## src/rtl/fetch_stage_if.sv

```systemverilog
// Fetch-stage bundle: instruction-memory port, hazard controls and the IF/ID register outputs.
interface fetch_stage_if;
  logic [31:0] pc_o;
  logic [31:0] instr_i;
  logic        stall_i;
  logic        flush_i;
  logic        redirect_i;
  logic [31:0] redirect_target_i;
  logic [31:0] if_id_instr_o;
  logic [31:0] if_id_pc_o;
  logic [31:0] if_id_pc4_o;
  logic        if_id_valid_o;
  logic [31:0] fetch_count_o;

  modport master (
    output pc_o,
    input  instr_i,
    input  stall_i,
    input  flush_i,
    input  redirect_i,
    input  redirect_target_i,
    output if_id_instr_o,
    output if_id_pc_o,
    output if_id_pc4_o,
    output if_id_valid_o,
    output fetch_count_o
  );

  modport slave (
    input  pc_o,
    output instr_i,
    output stall_i,
    output flush_i,
    output redirect_i,
    output redirect_target_i,
    input  if_id_instr_o,
    input  if_id_pc_o,
    input  if_id_pc4_o,
    input  if_id_valid_o,
    input  fetch_count_o
  );
endinterface

```

## src/rtl/fetch_stage.sv

```systemverilog
// Instruction fetch: owns the PC, resolves J/JAL from the fetched word with no bubble,
// and fills the IF/ID register subject to redirect/stall/flush.
module fetch_stage #(
  parameter logic [31:0] RESET_PC = 32'h0000_0000
) (
  input  logic          clk,
  input  logic          reset,
  fetch_stage_if.master fif
);

  logic [31:0] pc_p0;
  logic [31:0] pc4_p0;
  logic [31:0] jmp_target_p0;
  logic [31:0] redirect_pc_p0;
  logic        is_jump_p0;

  logic [31:0] instr_p1;
  logic [31:0] pc_p1;
  logic [31:0] pc4_p1;
  logic        vld_p1;
  logic [31:0] count_p1;

  // Stage 0: PC register and combinational next-PC sources
  assign pc4_p0         = pc_p0 + 32'd4;
  assign is_jump_p0     = (fif.instr_i[31:27] == 5'b00001);
  assign jmp_target_p0  = {pc4_p0[31:28], fif.instr_i[25:0], 2'b00};
  assign redirect_pc_p0 = fif.redirect_target_i & 32'hFFFF_FFFC;

  always_ff @(posedge clk) begin
    if (reset) begin
      pc_p0 <= RESET_PC;
    end else if (fif.redirect_i) begin
      pc_p0 <= redirect_pc_p0;
    end else if (!fif.stall_i) begin
      pc_p0 <= is_jump_p0 ? jmp_target_p0 : pc4_p0;
    end
  end

  // Stage 1: IF/ID register; jumps enter like any other word so JAL carries its link value
  always_ff @(posedge clk) begin
    if (reset) begin
      instr_p1 <= 32'd0;
      pc_p1    <= 32'd0;
      pc4_p1   <= 32'd0;
      vld_p1   <= 1'b0;
      count_p1 <= 32'd0;
    end else if (fif.redirect_i || fif.flush_i) begin
      instr_p1 <= 32'd0;
      vld_p1   <= 1'b0;
    end else if (!fif.stall_i) begin
      instr_p1 <= fif.instr_i;
      pc_p1    <= pc_p0;
      pc4_p1   <= pc4_p0;
      vld_p1   <= 1'b1;
      count_p1 <= count_p1 + 32'd1;
    end
  end

  assign fif.pc_o          = pc_p0;
  assign fif.if_id_instr_o = instr_p1;
  assign fif.if_id_pc_o    = pc_p1;
  assign fif.if_id_pc4_o   = pc4_p1;
  assign fif.if_id_valid_o = vld_p1;
  assign fif.fetch_count_o = count_p1;

endmodule

```

## src/flat_wrapper.sv

```systemverilog
// flat-port wrapper written by rule: the top's interface ports become plain ports
module fetch_stage_flat 
#(
  parameter logic [31:0] RESET_PC = 32'h0000_0000
)
  (clk, reset, fif_pc_o, fif_instr_i, fif_stall_i, fif_flush_i, fif_redirect_i, fif_redirect_target_i, fif_if_id_instr_o, fif_if_id_pc_o, fif_if_id_pc4_o, fif_if_id_valid_o, fif_fetch_count_o);
  fetch_stage_if fif_i ();
  input  logic clk;
  input  logic reset;
  output wire logic [$bits(fif_i.pc_o)-1:0] fif_pc_o;
  input wire logic [$bits(fif_i.instr_i)-1:0] fif_instr_i;
  input wire logic [$bits(fif_i.stall_i)-1:0] fif_stall_i;
  input wire logic [$bits(fif_i.flush_i)-1:0] fif_flush_i;
  input wire logic [$bits(fif_i.redirect_i)-1:0] fif_redirect_i;
  input wire logic [$bits(fif_i.redirect_target_i)-1:0] fif_redirect_target_i;
  output wire logic [$bits(fif_i.if_id_instr_o)-1:0] fif_if_id_instr_o;
  output wire logic [$bits(fif_i.if_id_pc_o)-1:0] fif_if_id_pc_o;
  output wire logic [$bits(fif_i.if_id_pc4_o)-1:0] fif_if_id_pc4_o;
  output wire logic [$bits(fif_i.if_id_valid_o)-1:0] fif_if_id_valid_o;
  output wire logic [$bits(fif_i.fetch_count_o)-1:0] fif_fetch_count_o;
  assign fif_pc_o = fif_i.pc_o;
  assign fif_i.instr_i = fif_instr_i;
  assign fif_i.stall_i = fif_stall_i;
  assign fif_i.flush_i = fif_flush_i;
  assign fif_i.redirect_i = fif_redirect_i;
  assign fif_i.redirect_target_i = fif_redirect_target_i;
  assign fif_if_id_instr_o = fif_i.if_id_instr_o;
  assign fif_if_id_pc_o = fif_i.if_id_pc_o;
  assign fif_if_id_pc4_o = fif_i.if_id_pc4_o;
  assign fif_if_id_valid_o = fif_i.if_id_valid_o;
  assign fif_fetch_count_o = fif_i.fetch_count_o;
  fetch_stage #(.RESET_PC(RESET_PC)) u_core (.clk(clk), .reset(reset), .fif(fif_i));
endmodule
```

## config.mk

```make
export PLATFORM = sky130hd
export DESIGN_NAME = fetch_stage_flat
export DESIGN_NICKNAME = d
export VERILOG_FILES = /design/src/rtl/fetch_stage_if.sv /design/src/rtl/fetch_stage.sv /design/src/flat_wrapper.sv
export SDC_FILE = /design/constraint.sdc
export NUM_CORES = 1
export LEC_CHECK = 0
export ABC_AREA = 1
export CORE_UTILIZATION = 48
export DETAILED_ROUTE_END_ITERATION = 8
export HOLD_SLACK_MARGIN = 0.1
export PLACE_DENSITY = 0.88
export SLEW_MARGIN = 40
export SYNTH_ARGS = -nofsm -noshare
export SYNTH_HDL_FRONTEND = slang
export SYNTH_SLANG_ARGS = --single-unit
```

## constraint.sdc

```tcl
create_clock -name clk -period 1.9 [get_ports clk]
set_input_delay 0.57 -clock clk [delete_from_list [all_inputs] [get_ports clk]]
set_output_delay 0.57 -clock clk [all_outputs]
set_load 0.03 [all_outputs]
```

==> metrics <==
outcome=finished clean; # rows=45; 1st-iter DRT viols=784; Ys Warns=0; vias in the first global route=8069; largest net degree at the start of global routing=43; Post-Synth Adder-Cell Area=0.326%; most common cell after layout, fill and taps aside=nand2_1; worst slew pin tran=419 ps; CTS clk-pin slew, worst paths=70 ps; Post-Synth XOR/XNOR Area=1.49%; wire per inst=15.8 um; Synth area leader=dfxtp_1; hold crit path type=primary input to register; GR Layer Usage met3=8.98%; RR Startpoint=u_core.fif.pc_o[3]; die height=128 um; Final Power=8.39 mW; required time of the critical path=1330 ps; worst-path cell chain=dlygate4sd2_1; Post-Synth Simple-Gate Area=30.0%; clock skew=9.51 ps; Setup crit start kind=register; CTS root buf=clkbuf_16; initial antenna violation count=1; RSZ-0062 raised after global routing=no; H-tree levels=4; post-synthesis sequential area ratio=41.5%; most frequent cells in the layout=nand2_1, dfxtp_1, dlygate4sd2_1, nor2_1, inv_1; fin crit period=1870 ps; leakage=5.15 nW; DRC=0; main combinational cell family by area after synthesis=simple AND/OR/NAND/NOR gates; Final Core Density=71.1%; ANT nets after route=0; area delta synth->final=42.6%; die extent in x=128 um; synthesized area=0.00766 mm^2; pwr/cell area=768 mW/mm^2; CP max FO=4; Slew headroom=71.8%; Max Fclk=536 MHz; mux cell area share after synthesis=0%; Via density=5.32; max-slew violations=0; Core Region=0.0154 mm^2; Via Count=8547; Post-DP HPWL=18600 um; M2 GR Usage=52.5%; CTS Buffer Depth=2; WL final=25400 um; fin crit share=98.2%; RePlAce Congestion=0.939; Setup-failing EPs final=0; cells on worst reg2reg path=8; # nets final=1452; TritonCTS clock tree=done; most crowded layer after global routing=met2; DR pass1 iterations=6; Stages on worst setup path=1; Die Area=0.0165 mm^2; mean post-synth cell area=6.77 um^2; global routing usage on met1=37.0%; CP max-delay cell=dlygate4sd2_1; Cells after Synth=1133; worst hold path stage count=2; Yosys reg bits=159; Netlist cell types=38; Worst Setup SP=u_core.fif.pc_o[13]; CTS Hold Bufs=0; family with the most delay on the worst path=buffers and inverters; worst hold start=reset; GR Overflow Total=0; first-pass GRT wire length=40000 um; share of layout cells above drive strength 1=9.33%; peak supply drop=0.668 mV; share of the synthesized area in the top cell type=41.5%; synth top area cells=dfxtp_1, nand2_1, a21oi_1; worst path bufs/invs=1; syn nets=1204; MaxCap Viol Count=0; crit-path max cell delay=460 ps; post-route setup TNS=0 ps; Compound-Gate Fraction of Synth Area=16.8%; input/output buffers=227; clk_lat worst skew=440 ps; clk sink count=159; CTS buffer count=17; kind of critical path=register to output pin; All-Layer GR Usage=31.4%; count of final hold-check violations=0; Critical Path AT=1300 ps; num ports=230; Starting Density=49.9%; Worst Setup End Kind=output pin
==> area by class of cell <==
class / instances / area [um^2]
Antenna cell: 1 / 2.50
Clock buffer: 19 / 453
Clock inverter: 13 / 185
Fill cell: 1250 / 4440
Inverter: 128 / 480
Multi-Input combinational cell: 789 / 3730
Sequential cell: 159 / 3190
Tap cell: 211 / 264
Timing Repair Buffer: 286 / 2630
==> kinds of logic (layout without fill, tap and decap cells) <==
logic type	after synthesis	count (layout)
xor gates and xnor gates	13	13
and+or+nand+nor	532	532
adders and majority gates	2	2
other	0	1
AOI/OAI and AO/OA	242	242
buffers and inverters	185	446
DFF	159	159
==> final timing paths <==
path | endpoint | slack [ps]
setup reg to reg | u_core.fif.if_id_pc4_o[20] | 110
hold / removal | u_core.fif.pc_o[2] | 430
hold reg to reg | u_core.fif.if_id_instr_o[7] | 460
setup / recovery | fif_pc_o[13] | 30
==> metal layers <==
layer	wire, um	vias to the layer above
met5	0	-
met4	988	0
met3	2590	81
met2	12000	485
met1	9820	3860
li1	-	4121
==> synthesized netlist by cell type (all sizes together) <==
| master | count |
|---|---|
| nand2 | 301 |
| dfxtp | 159 |
| nor2 | 149 |
| inv | 127 |
| o21ai | 105 |
| a21oi | 103 |
| nand3 | 67 |
| clkbuf | 30 |
| buf | 27 |
| o211ai | 17 |
| xor2 | 10 |
| a31oi | 9 |
| o21bai | 6 |
| nand3b | 4 |
| nand4 | 4 |
| xnor2 | 3 |
| and2 | 2 |
| ha | 2 |
| nor3 | 2 |
| or2 | 2 |
| a211oi | 1 |
| clkinv | 1 |
| nor4 | 1 |
| o21a | 1 |
==> through the flow <==
step / instance area, um^2 / hold WS [ps] / std cells / setup slack [ps]
after floorplan: 7660 / 442 / 1133 / 199
after CTS: 10900 / 418 / 1605 / 6.66
after global placement: 10500 / 451 / 1573 / -313
after global routing: 10900 / 428 / 1606 / 0.593
after detailed placement: 10500 / 456 / 1573 / -369
final: 10900 / 427 / 1606 / 34.4
==> flip-flops by register name (all words and copies together) (netlist names) <==
| signal | count |
|---|---|
| u_core.fif.if_id_valid_o | 1 |
| u_core.fif.if_id_instr_o | 32 |
| u_core.fif.if_id_pc_o | 30 |
| u_core.fif.if_id_pc4_o | 32 |
| u_core.fif.fetch_count_o | 32 |
| u_core.fif.pc_o | 32 |
==> repair_timing <==
action,CTS,global route
pin swaps,0,0
resized for setup,162,16
buffers inserted,0,0
setup endpoints to repair,161,36
==> report_power, final <==
| part | switching, mW | leakage [nW] | internal (mW) |
|---|---|---|---|
| registers | 0.0924 | 1.30 | 3.45 |
| logic | 0.710 | 3.54 | 0.432 |
| clock network | 1.43 | 0.309 | 2.27 |
Note: power is estimated with default switching activity, not from simulation.
